==> src/rtl/mips_defs.sv <==
// Shared MIPS multicycle definitions: opcode/funct values, ALU codes, FSM states and datapath mux selects.
package mips_defs;

  localparam int unsigned OP_W  = 6;
  localparam int unsigned FN_W  = 6;
  localparam int unsigned ALU_W = 3;

  localparam logic [OP_W-1:0] OP_RTYPE = 6'b000000;
  localparam logic [OP_W-1:0] OP_LW    = 6'b100011;
  localparam logic [OP_W-1:0] OP_SW    = 6'b101011;
  localparam logic [OP_W-1:0] OP_BEQ   = 6'b000100;
  localparam logic [OP_W-1:0] OP_ADDI  = 6'b001000;
  localparam logic [OP_W-1:0] OP_J     = 6'b000010;

  localparam logic [FN_W-1:0] FN_ADD = 6'b100000;
  localparam logic [FN_W-1:0] FN_SUB = 6'b100010;
  localparam logic [FN_W-1:0] FN_AND = 6'b100100;
  localparam logic [FN_W-1:0] FN_OR  = 6'b100101;
  localparam logic [FN_W-1:0] FN_SLT = 6'b101010;

  localparam logic [ALU_W-1:0] ALU_AND = 3'b000;
  localparam logic [ALU_W-1:0] ALU_OR  = 3'b001;
  localparam logic [ALU_W-1:0] ALU_ADD = 3'b010;
  localparam logic [ALU_W-1:0] ALU_SUB = 3'b110;
  localparam logic [ALU_W-1:0] ALU_SLT = 3'b111;

  // ALU operation class requested by the FSM
  localparam logic [1:0] ALUOP_ADD   = 2'b00;
  localparam logic [1:0] ALUOP_SUB   = 2'b01;
  localparam logic [1:0] ALUOP_FUNCT = 2'b10;

  localparam logic [1:0] SRCB_B      = 2'b00;
  localparam logic [1:0] SRCB_FOUR   = 2'b01;
  localparam logic [1:0] SRCB_IMM    = 2'b10;
  localparam logic [1:0] SRCB_IMM_SH = 2'b11;

  localparam logic [1:0] PCSRC_ALU    = 2'b00;
  localparam logic [1:0] PCSRC_ALUOUT = 2'b01;
  localparam logic [1:0] PCSRC_JUMP   = 2'b10;

  typedef enum logic [3:0] {
    S_FETCH   = 4'd0,
    S_DECODE  = 4'd1,
    S_MEMADR  = 4'd2,
    S_MEMRD   = 4'd3,
    S_MEMWB   = 4'd4,
    S_MEMWR   = 4'd5,
    S_EXECUTE = 4'd6,
    S_ALUWB   = 4'd7,
    S_BRANCH  = 4'd8,
    S_ADDIEX  = 4'd9,
    S_ADDIWB  = 4'd10,
    S_JUMP    = 4'd11
  } state_t;

endpackage

==> src/rtl/mips_alu_decoder.sv <==
// ALU control decoder: maps the FSM's ALU op class plus the R-type funct field to a 3-bit ALU code.
module mips_alu_decoder
  import mips_defs::*;
(
  input  logic [1:0]       i_alu_op,
  input  logic [FN_W-1:0]  i_funct,
  output logic [ALU_W-1:0] o_alu_ctrl,
  output logic             o_funct_valid
);

  logic [ALU_W-1:0] w_fn_ctrl;

  always_comb begin
    w_fn_ctrl     = ALU_ADD;
    o_funct_valid = 1'b1;
    case (i_funct)
      FN_ADD:  w_fn_ctrl = ALU_ADD;
      FN_SUB:  w_fn_ctrl = ALU_SUB;
      FN_AND:  w_fn_ctrl = ALU_AND;
      FN_OR:   w_fn_ctrl = ALU_OR;
      FN_SLT:  w_fn_ctrl = ALU_SLT;
      default: o_funct_valid = 1'b0;
    endcase

    // Unknown funct keeps ADD so the ALU never sees an undefined code
    case (i_alu_op)
      ALUOP_SUB:   o_alu_ctrl = ALU_SUB;
      ALUOP_FUNCT: o_alu_ctrl = w_fn_ctrl;
      default:     o_alu_ctrl = ALU_ADD;
    endcase
  end

endmodule

==> src/rtl/mips_mc_control.sv <==
// Main control FSM of the multicycle MIPS core: sequences fetch, decode, execute, memory and writeback steps.
module mips_mc_control
  import mips_defs::*;
#(
  parameter int unsigned STATE_W = 4
) (
  input  logic               clk,
  input  logic               rst,
  input  logic [OP_W-1:0]    opcode,
  input  logic [FN_W-1:0]    funct,
  input  logic               zero,
  output logic               pc_en,
  output logic               iord,
  output logic               mem_write,
  output logic               ir_write,
  output logic               reg_dst,
  output logic               mem_to_reg,
  output logic               reg_write,
  output logic               alu_src_a,
  output logic [1:0]         alu_src_b,
  output logic [1:0]         pc_src,
  output logic [ALU_W-1:0]   alu_ctrl,
  output logic               illegal_op,
  output logic [STATE_W-1:0] state_o
);

  state_t           r_state;
  state_t           w_next;
  logic [1:0]       w_alu_op;
  logic [ALU_W-1:0] w_dec_ctrl;
  logic             w_funct_valid;
  logic             w_pc_write;
  logic             w_branch;
  logic             w_mem_write;
  logic             w_ir_write;
  logic             w_reg_write;
  logic             w_illegal;

  mips_alu_decoder u_alu_dec (
    .i_alu_op      (w_alu_op),
    .i_funct       (funct),
    .o_alu_ctrl    (w_dec_ctrl),
    .o_funct_valid (w_funct_valid)
  );

  always_ff @(posedge clk or posedge rst) begin
    if (rst) r_state <= S_FETCH;
    else     r_state <= w_next;
  end

  always_comb begin
    w_alu_op = ALUOP_ADD;
    if (r_state == S_EXECUTE)     w_alu_op = ALUOP_FUNCT;
    else if (r_state == S_BRANCH) w_alu_op = ALUOP_SUB;
  end

  always_comb begin
    w_next      = S_FETCH;
    iord        = 1'b0;
    reg_dst     = 1'b0;
    mem_to_reg  = 1'b0;
    alu_src_a   = 1'b0;
    alu_src_b   = SRCB_B;
    pc_src      = PCSRC_ALU;
    alu_ctrl    = ALU_ADD;
    w_pc_write  = 1'b0;
    w_branch    = 1'b0;
    w_mem_write = 1'b0;
    w_ir_write  = 1'b0;
    w_reg_write = 1'b0;
    w_illegal   = 1'b0;
    case (r_state)
      S_FETCH: begin
        w_ir_write = 1'b1;
        alu_src_b  = SRCB_FOUR;
        w_pc_write = 1'b1;
        w_next     = S_DECODE;
      end
      S_DECODE: begin
        alu_src_b = SRCB_IMM_SH;
        case (opcode)
          OP_LW, OP_SW: w_next = S_MEMADR;
          OP_RTYPE: begin
            if (w_funct_valid) w_next = S_EXECUTE;
            else               w_illegal = 1'b1;
          end
          OP_BEQ:  w_next = S_BRANCH;
          OP_ADDI: w_next = S_ADDIEX;
          OP_J:    w_next = S_JUMP;
          default: w_illegal = 1'b1;
        endcase
      end
      S_MEMADR: begin
        alu_src_a = 1'b1;
        alu_src_b = SRCB_IMM;
        w_next    = (opcode == OP_LW) ? S_MEMRD : S_MEMWR;
      end
      S_MEMRD: begin
        iord   = 1'b1;
        w_next = S_MEMWB;
      end
      S_MEMWB: begin
        mem_to_reg  = 1'b1;
        w_reg_write = 1'b1;
      end
      S_MEMWR: begin
        iord        = 1'b1;
        w_mem_write = 1'b1;
      end
      S_EXECUTE: begin
        alu_src_a = 1'b1;
        alu_ctrl  = w_dec_ctrl;
        w_next    = S_ALUWB;
      end
      S_ALUWB: begin
        reg_dst     = 1'b1;
        w_reg_write = 1'b1;
      end
      S_BRANCH: begin
        alu_src_a = 1'b1;
        alu_ctrl  = w_dec_ctrl;
        w_branch  = 1'b1;
        pc_src    = PCSRC_ALUOUT;
      end
      S_ADDIEX: begin
        alu_src_a = 1'b1;
        alu_src_b = SRCB_IMM;
        w_next    = S_ADDIWB;
      end
      S_ADDIWB: w_reg_write = 1'b1;
      S_JUMP: begin
        pc_src     = PCSRC_JUMP;
        w_pc_write = 1'b1;
      end
      // Unreachable encodings look like FETCH with every strobe quiet
      default: alu_src_b = SRCB_FOUR;
    endcase
  end

  // Strobes are held off for the whole reset window so no aborted write can land
  assign pc_en      = (w_pc_write | (w_branch & zero)) & ~rst;
  assign mem_write  = w_mem_write & ~rst;
  assign ir_write   = w_ir_write & ~rst;
  assign reg_write  = w_reg_write & ~rst;
  assign illegal_op = w_illegal & ~rst;
  assign state_o    = STATE_W'(r_state);

endmodule

==> config.mk <==
export PLATFORM = sky130hd
export DESIGN_NAME = mips_mc_control
export DESIGN_NICKNAME = d
export VERILOG_FILES = /design/src/rtl/mips_defs.sv /design/src/rtl/mips_alu_decoder.sv /design/src/rtl/mips_mc_control.sv
export SDC_FILE = /design/constraint.sdc
export NUM_CORES = 1
export LEC_CHECK = 0
export CORE_UTILIZATION = 33
export CTS_CLUSTER_SIZE = 30
export DETAILED_ROUTE_END_ITERATION = 16
export GPL_ROUTABILITY_DRIVEN = 0
export PLACE_DENSITY = 0.83
export SYNTH_ARGS = -nofsm -noshare
export SYNTH_HDL_FRONTEND = slang
export SYNTH_SLANG_ARGS = --single-unit
export TNS_END_PERCENT = 30
==> constraint.sdc <==
create_clock -name clk -period 1.8 [get_ports clk]
set_clock_uncertainty 0.1 [all_clocks]
set_input_delay 0.36 -clock clk [delete_from_list [all_inputs] [get_ports clk]]
set_output_delay 0.36 -clock clk [all_outputs]
set_load 0.03 [all_outputs]
After elaboration in Yosys (flattened, before gate mapping)

Index checks and enable logic that the tools add are counted.
W data, S select, Z words.

$add $sub $neg: 0
$mul: 0
Div/mod/pow operators: 0
Magnitude comparators: 0
Equality and inequality tests: 23
Shift-type cells: 0
Mux-type cells: 24
Bitwise operators: 8
Reduce and logical (&&, ||, !) cells: 12

Operator list:

| kind                 | number |
|---|---|
| $eq A6 B6 Y1 const B | 7 |
| $pmux W4 S6          | 1 |
| $pmux W4 S5          | 1 |
| $eq A4 B3 Y1 const B | 4 |
| $eq A4 B4 Y1 const B | 4 |
| $mux W1              | 13 |
| $pmux W3 S4          | 1 |
| $reduce_or A2 Y1     | 5 |
| $reduce_or A5 Y1     | 2 |
| $mux W3              | 3 |
| $eq A4 B2 Y1 const B | 2 |
| $reduce_or A8 Y1     | 1 |
| $and A1 B1 Y1        | 6 |
| $eq A6 B2 Y1 const B | 1 |
| $eq A6 B3 Y1 const B | 1 |
| $eq A6 B4 Y1 const B | 1 |
| $logic_not A6 Y1     | 1 |
| $pmux W2 S3          | 1 |
| $pmux W3 S2          | 1 |
| $eq A4 B1 Y1 const B | 1 |
| $logic_not A4 Y1     | 1 |
| $pmux W2 S2          | 1 |
| $reduce_or A4 Y1     | 1 |
| $reduce_or A3 Y1     | 1 |
| 6 further kinds      | 6 |

Flip-flop bits (word level): 4
Latch bits: 0
RAM bits: 0
ROM bits: 0
Bits of input ports: 15
Output and inout port bits: 20
Word-level logic and storage cells: 68
Memories: 0

Longest topological paths before layout

Gate-level depths: netlist of run 1.

Depth in word-level cells: 7
Gate-level depth with buffers: 5
Depth with buffers taken out: 4

Modules after synthesis

A second synthesis of run 1 with hierarchy kept.

Cell total of the unflattened synthesis: 97
Area, all modules: 738.2 um2

Modules (own cells, without submodules):

| module           | times used | cells an instance | area an instance (um2) | seq. area each (um2) |
|---|---|---|---|---|
| mips_mc_control  | 1          | 79                | 570.5                  | 100.1 |
| mips_alu_decoder | 1          | 18                | 167.7                  | 0.0 |

Worst setup path before layout of run 1

OpenSTA, ideal clock, no wires.

Path kind: register -> output
Start point: register r_state[3] (netlist: state_o[3])
End point: output alu_ctrl[2]
Arrival time: 2159 ps
Required time: 1340 ps
Setup slack: -819 ps
Stages on the path, launching flop included: 4
Path buffers: 0
Path through: dfrtp_1 -> nand2b_1 -> or4b_1 -> o32ai_1

Word-level cells in the longest chain between the ends: 6
Elaborated cells between the ends (all ways): 9
Classes of those cells: eq/ne: 4; mux: 4; reduce/logical: 1

RTL lines:

| item                                                | line                                         | source |
|---|---|---|
| from (decl)                                         | mips_mc_control.sv:27                        | `state_t r_state;` |
| from (signal assigned)                              | mips_mc_control.sv:48                        | `else r_state <= w_next;` |
| $eq A4 B4 Y1                                        | mips_mc_control.sv:54, mips_mc_control.sv:72 |  |
| $mux W1                                             | mips_mc_control.sv:54                        | `else if (r_state == S_BRANCH) w_alu_op = ALUOP_SUB;` |
| $mux W2                                             | mips_mc_control.sv:53                        | `if (r_state == S_EXECUTE) w_alu_op = ALUOP_FUNCT;` |
| $eq A2 B2 Y1 / $eq A2 B1 Y1 (equally long branches) | mips_alu_decoder.sv:26                       | `case (i_alu_op)` |
| $pmux W3 S2                                         | mips_alu_decoder.sv:26                       |  |
| $mux W3 (*)                                         | mips_mc_control.sv:72                        | `case (r_state)` |
| to (decl)                                           | mips_mc_control.sv:22                        | `output logic [ALU_W-1:0] alu_ctrl,` |

Every way passes the cells marked *; elsewhere a longest branch is shown, timed or not.

Worst setup path in the final report of run 1

Same ends and word-level chain as after synthesis.

==> impl_metrics.json, run 1 <==
{
  "outcome": "finished, violations left",
  "violations": "negative setup slack",
  "grt_pass1_vias": 851,
  "cp-end-kind": "output port",
  "p_comb_frac": 0.788,
  "row_count": 14,
  "setup_viol": 15,
  "place_ws_ns": -1.02,
  "synth_cell_types": 33,
  "finalHoldViolCount": 0,
  "grt_usage": 0.301,
  "setup_tns_ns": -3.04,
  "pwr-share-clk": 0.096,
  "place_hpwl_um": 1510,
  "netlist_top_cells_area": "dfrtp_1 17%, clkbuf_8 9.4%, nor2_1 7.7%",
  "grt_start_max_net_pins": 15,
  "yosys_most_used_dff": "dfrtp_1",
  "first_pass_iters": 6,
  "drcViolationCount": 0,
  "switching_power_uw": 595,
  "cp_slowest_cell": "or4b_4",
  "cap_violations": 0,
  "syn_to_final_growth_pct": 127,
  "core_um2": 1580,
  "synth_seq_cells": 4,
  "seqPwrFrac": 0.116,
  "worst_setup_path_start_kind": "register",
  "syn_avg_cell_area_um2": 7.62,
  "cts_buffer_depth": 2,
  "worst_pin_slew_ns": 0.333,
  "p_leak_nw": 0.603,
  "crit_chain": "nand2b_4, or4b_4, buf_6, o32ai_4, buf_6",
  "path_clk_slew_ns": 0.04,
  "cts_tree": "yes",
  "min_period_ns": 2.28,
  "cts_hold_buf": 0,
  "post-route-period-util": 1.27,
  "synth_area_leader_cell": "dfrtp_1",
  "p_sw_frac": 0.496,
  "start_util": 0.372,
  "antenna_found_initial": 0,
  "synth-edff-count": 0,
  "fin_cells": 153,
  "rsz0062_at_grt": "yes",
  "root_buffer": "clkbuf_4",
  "slowest_delay_ns": 0.53,
  "io_buffers": 34,
  "placed_cells": 147,
  "arrival_ns": 1.82,
  "hold_path_class": "in2async",
  "fp.dieArea_um2": 1950,
  "fmax_mhz": 438,
  "setup_ws_ns": -0.482,
  "fillerInstances": 83,
  "die_w_um": 44.2,
  "cp_common_cell": "buf_6",
  "p_total_mw": 1.20,
  "avgViaCountPerCell": 5.57,
  "grt_pass1_wl_um": 4190,
  "crit_type": "reg2out",
  "die_h_um": 44.2,
  "overflow": 0,
  "drive_above_1_share": 0.613,
  "power.internal_uw": 605,
  "startpoint": "state_o[3]",
  "synth-seq-area-share": 0.171,
  "fin_nets": 154,
  "synth_common_cells": "12 x nor2_1, 6 x nor3_1, 5 x inv_1",
  "worstPathMaxFanout": 2,
  "clock-sinks": 4,
  "via_count": 852,
  "slew_violations": 0,
  "crit_required_ns": 1.34,
  "synth_most_common_cell": "nor2_1",
  "finalWirelength_um": 2640,
  "synth_area_um2": 587,
  "relSlewSlack": 0.776,
  "r2r-start": "state_o[0]",
  "netlist.area_leader.share": 0.171,
  "synth_warnings": 0,
  "first_iter_violations": 26,
  "insertion_delay_ns": 0.24,
  "wl_per_cell_um": 17.3,
  "h-tree-depth": 1,
  "fin_util": 0.844,
  "syn_inst": 77,
  "vdd_drop_max_mv": 0.749,
  "cts_made_buffers": 3,
  "antennaDiodeCount": 0,
  "async_flop_share": 1.00,
  "synth_nets": 92,
  "largest_reg_flops": 4,
  "p_per_area_nw_per_um2": 902,
  "final_antenna_net_count": 0,
  "ios": 35
}
## cells by family after synthesis
kind of cell,synth area share
flip-flops,0.171
XOR/XNOR,0.0299
AND/OR/NAND/NOR,0.412
AO/OA/AOI/OAI,0.262
buffers and inverters,0.126
## critical path: cells and delay by family (launching register included)
kind	cells	cell delay, ns
DFF	1	0.40
and+or+nand+nor	2	0.68
buffers and inverters	2	0.30
AOI/OAI and AO/OA	1	0.20
## repair_timing
action                                  CTS  global route
hold endpoints to repair                  0             0
buffers inserted                          3             0
resized for setup                        79            16
pin swaps                                11             7
endpoints found under the setup margin   22            17
## through the flow
step	cell area, µm²	hold slack (ns)
after global placement	1110	0.532
after CTS	1270	0.425
after floorplan	656	0.0261
final	1330	0.104
after detailed placement	1110	0.546
after global routing	1330	0.119
## cells in the final DEF, fill, tap and decap left out, types with 3 or more instances in the layout
master         instances
buf_4                 24
buf_6                 19
nor2_1                 6
nor2_4                 6
dlygate4sd2_1          6
inv_1                  5
nand2b_4               4
nand2_1                4
dfrtp_2                4
o21ai_0                3
clkbuf_4               3
## per-layer routing
metal,global-route usage,wire length [µm]
met3,0.0122,106
met2,0.568,1390
met5,0,0
met4,0.127,44
met1,0.348,1100
## area by class of cell
type / count / area, µm² / area share
Timing Repair Buffer: 61 / 567 / 0.426
Tap cell: 16 / 20.0 / 0.0151
Multi-Input combinational cell: 64 / 597 / 0.449
Inverter: 5 / 18.8 / 0.0141
Clock buffer: 3 / 22.5 / 0.0169
Sequential cell: 4 / 105 / 0.0790
## power groups by stage
stage          logic [mW]  clock network [mW]  registers [mW]
4_1_cts             0.843               0.118           0.130
3_5_place_dp        0.756                   0           0.128
5_1_grt             0.990               0.125           0.140
2_1_floorplan       0.424                   0           0.180
3_3_place_gp        0.747                   0           0.124
6_report            0.946               0.115           0.139
## path summary, 6_finish.rpt
path / cells past startpoint / slack (ns) / to
setup / recovery: 5 / -0.48 / alu_ctrl[2]
hold / removal: 3 / 0.10 / state_o[1]
setup reg to reg: 5 / 0.33 / state_o[1]
hold reg to reg: 2 / 0.57 / state_o[2]
max in group asynchronous: 3 / 1.32 / state_o[0]
min in group clk: 4 / 0.52 / state_o[3]
No activity file was read; power rests on OpenSTA's default activity.
==> inputs of run 2 (changes only) <==
--- a/config.mk
+++ b/config.mk
@@ -5,12 +5,13 @@
 export SDC_FILE = /design/constraint.sdc
 export NUM_CORES = 1
 export LEC_CHECK = 0
-export CORE_UTILIZATION = 33
-export CTS_CLUSTER_SIZE = 30
+export CAP_MARGIN = 20
+export CORE_UTILIZATION = 36
 export DETAILED_ROUTE_END_ITERATION = 16
 export GPL_ROUTABILITY_DRIVEN = 0
 export PLACE_DENSITY = 0.83
 export SYNTH_ARGS = -nofsm -noshare
 export SYNTH_HDL_FRONTEND = slang
+export SYNTH_HIERARCHICAL = 1
 export SYNTH_SLANG_ARGS = --single-unit
 export TNS_END_PERCENT = 30
==> impl_metrics.json, run 2 <==
{
  "outcome": "finished, violations left",
  "violations": "negative setup slack",
  "setup_ws_ns": -0.500,
  "placed_cell_area_um2": 1310,
  "worstRegToRegCells": 6,
  "p_comb_frac": 0.768,
  "cts_hold_buf": 0,
  "io_buffers": 34,
  "arrival_ns": 1.84,
  "crit_type": "reg2out",
  "antenna_found_initial": 0,
  "synth_nets": 114,
  "worst_pin_slew_ns": 0.317,
  "clock-sinks": 4,
  "first_pass_iters": 2,
  "slew_violations": 0,
  "pwr-share-clk": 0.102,
  "setup_viol": 12,
  "fillerInstances": 132,
  "synth_area_leader_cell": "dfrtp_1",
  "synth_common_cells": "10 x nand2_1, 10 x nor2_1, 7 x inv_1, 6 x a21oi_1, 6 x nor3_1",
  "die_h_um": 47.3,
  "post-route-period-util": 1.28,
  "grt_start_max_net_pins": 14,
  "grt_pass1_wl_um": 4070,
  "rsz0062_at_grt": "yes",
  "finalHoldViolCount": 0,
  "cts_tree": "yes",
  "synth_cell_types": 39,
  "final_cell_mix": "55 x buf_4, 9 x nand2_1, 8 x buf_6, 7 x nor2_1, 7 x dlygate4sd2_1",
  "async_flop_share": 1.00,
  "fin_area_um2": 1540,
  "syn_avg_cell_area_um2": 7.61,
  "drive_above_1_share": 0.613,
  "place_hpwl_um": 1880,
  "insertion_delay_ns": 0.25,
  "synth-seq-area-share": 0.136,
  "yosys_most_used_dff": "dfrtp_1",
  "hold_path_class": "in2async",
  "reg2reg_to": "state_o[1]",
  "power.internal_uw": 587,
  "row_count": 16,
  "syn_to_final_growth_pct": 108,
  "root_buffer": "clkbuf_4",
  "m1WireLength_um": 1170,
  "drcViolationCount": 0,
  "cap_violations": 0,
  "crit_required_ns": 1.34,
  "synth_area_um2": 738,
  "core_um2": 1940,
  "worstSetupEndpoint": "alu_ctrl[0]",
  "fmax_mhz": 435,
  "p_leak_nw": 0.749,
  "ios": 35,
  "synth-edff-count": 0,
  "place_ws_ns": -0.668,
  "via_count": 1019,
  "vdd_drop_max_mv": 0.737,
  "placed_cells": 188,
  "syn_inst": 97,
  "fp.dieArea_um2": 2240,
  "p_sw_frac": 0.490,
  "grt_usage": 0.261,
  "cts_buffer_depth": 2,
  "fin_nets": 192,
  "cts_made_buffers": 3,
  "antennaDiodeCount": 0,
  "h-tree-depth": 1,
  "switching_power_uw": 564,
  "grt_pass1_vias": 991,
  "path_clk_slew_ns": 0.04,
  "synth_seq_cells": 4,
  "overflow": 0,
  "p_per_area_nw_per_um2": 748,
  "wl_met3_um": 59,
  "cp-end-kind": "output port",
  "met2WireLength_um": 1580,
  "largest_reg_flops": 4,
  "relSlewSlack": 0.789,
  "min_period_ns": 2.30,
  "avgViaCountPerCell": 5.10,
  "worstPathMaxFanout": 4,
  "finalWirelength_um": 2860,
  "worst_setup_path_start_kind": "register",
  "synth_warnings": 6,
  "wl_per_cell_um": 14.3,
  "fin_cells": 200,
  "seqPwrFrac": 0.131,
  "first_iter_violations": 9,
  "final_antenna_net_count": 0,
  "die_w_um": 47.3,
  "r2r-start": "state_o[3]",
  "top_layer": "met4",
  "final_common_cell": "buf_4",
  "netlist_top_cells_area": "dfrtp_1 14%, clkbuf_8 7.5%, nand2_1 5.1%",
  "netlist.area_leader.share": 0.136,
  "ff2ff_setup_slack_ns": 0.29,
  "startpoint": "state_o[0]",
  "start_util": 0.380
}
## run 2: timing repair
item | in CTS | in global routing
gates resized for setup | 33 | 23
buffers inserted | 5 | 4
pin swaps | 9 | 6
setup endpoints to repair | 15 | 16
## run 2: critical path, cell delays in order (launching register included)
cell and delay, ns:
dfrtp_2 0.44, nand2b_4 0.17, nor2_4 0.14, ha_4 0.23
nand4bb_4 0.21, a21oi_2 0.13, and2_4 0.15, buf_6 0.12
## run 2: final cells by class
class	count	area (µm²)	area share
flip-flops and latches	4	105	0.0683
repair buffers	78	647	0.420
multi-input cells	81	704	0.458
inverters	7	26.3	0.0171
well taps	27	33.8	0.0220
clock buffers	3	22.5	0.0146
## run 2: logic make-up after synthesis
logic type                 Yosys count  share of synthesized area
DFF                                  4                      0.136
AOI/OAI and AO/OA                   21                      0.190
xor gates and xnor gates             3                     0.0356
buffers and inverters               12                      0.125
and+or+nand+nor                     53                      0.446
muxes                                1                     0.0203
adders and majority gates            3                     0.0475
## run 2: power by group through the flow
stage / combinational [mW] / sequential [mW] / clock (mW)
6_report: 0.884 / 0.151 / 0.117
5_1_grt: 0.931 / 0.153 / 0.134
4_1_cts: 0.819 / 0.147 / 0.118
3_5_place_dp: 0.749 / 0.138 / 0
3_3_place_gp: 0.732 / 0.134 / 0
2_1_floorplan: 0.405 / 0.178 / 0
## run 2: metrics by stage
stage	setup TNS, ns	power [mW]	utilization	hold WS (ns)
floorplan	-3.20	0.584	-	0.0259
global placement	-2.47	0.866	0.676	0.554
detailed placement	-2.74	0.887	0.676	0.558
CTS	-2.58	1.08	0.746	0.238
global route	-3.58	1.22	0.793	0.238
finish	-2.63	1.15	0.793	0.241
## run 2: routing by layer
metal,GRT usage,vias to the layer above
li1,-,501
met1,0.285,490
met2,0.493,24
met3,0.0423,4
met4,0.103,0
met5,0,-
## run 2: worst min-delay path by stage
| stage | slack, ns | cells after the start | from | end |
|---|---|---|---|---|
| finish | 0.24 | 3 | rst | state_o[1] |
| global route | 0.24 | 3 | rst | state_o[2] |
| CTS | 0.24 | 3 | rst | state_o[2] |
| detailed placement | 0.56 | 2 | state_o[3] | state_o[0] |
| global placement | 0.55 | 2 | state_o[3] | state_o[0] |
| floorplan | 0.03 | 1 | rst | state_o[0] |
==> inputs of run 3 (changes only) <==
--- a/config.mk
+++ b/config.mk
@@ -7,6 +7,7 @@
 export LEC_CHECK = 0
 export CAP_MARGIN = 20
 export CORE_UTILIZATION = 36
+export CTS_CLUSTER_DIAMETER = 150
 export DETAILED_ROUTE_END_ITERATION = 16
 export GPL_ROUTABILITY_DRIVEN = 0
 export PLACE_DENSITY = 0.83
==> results of run 3 <==
No change in the layout: final DEF, timing and power equal those of run 2.
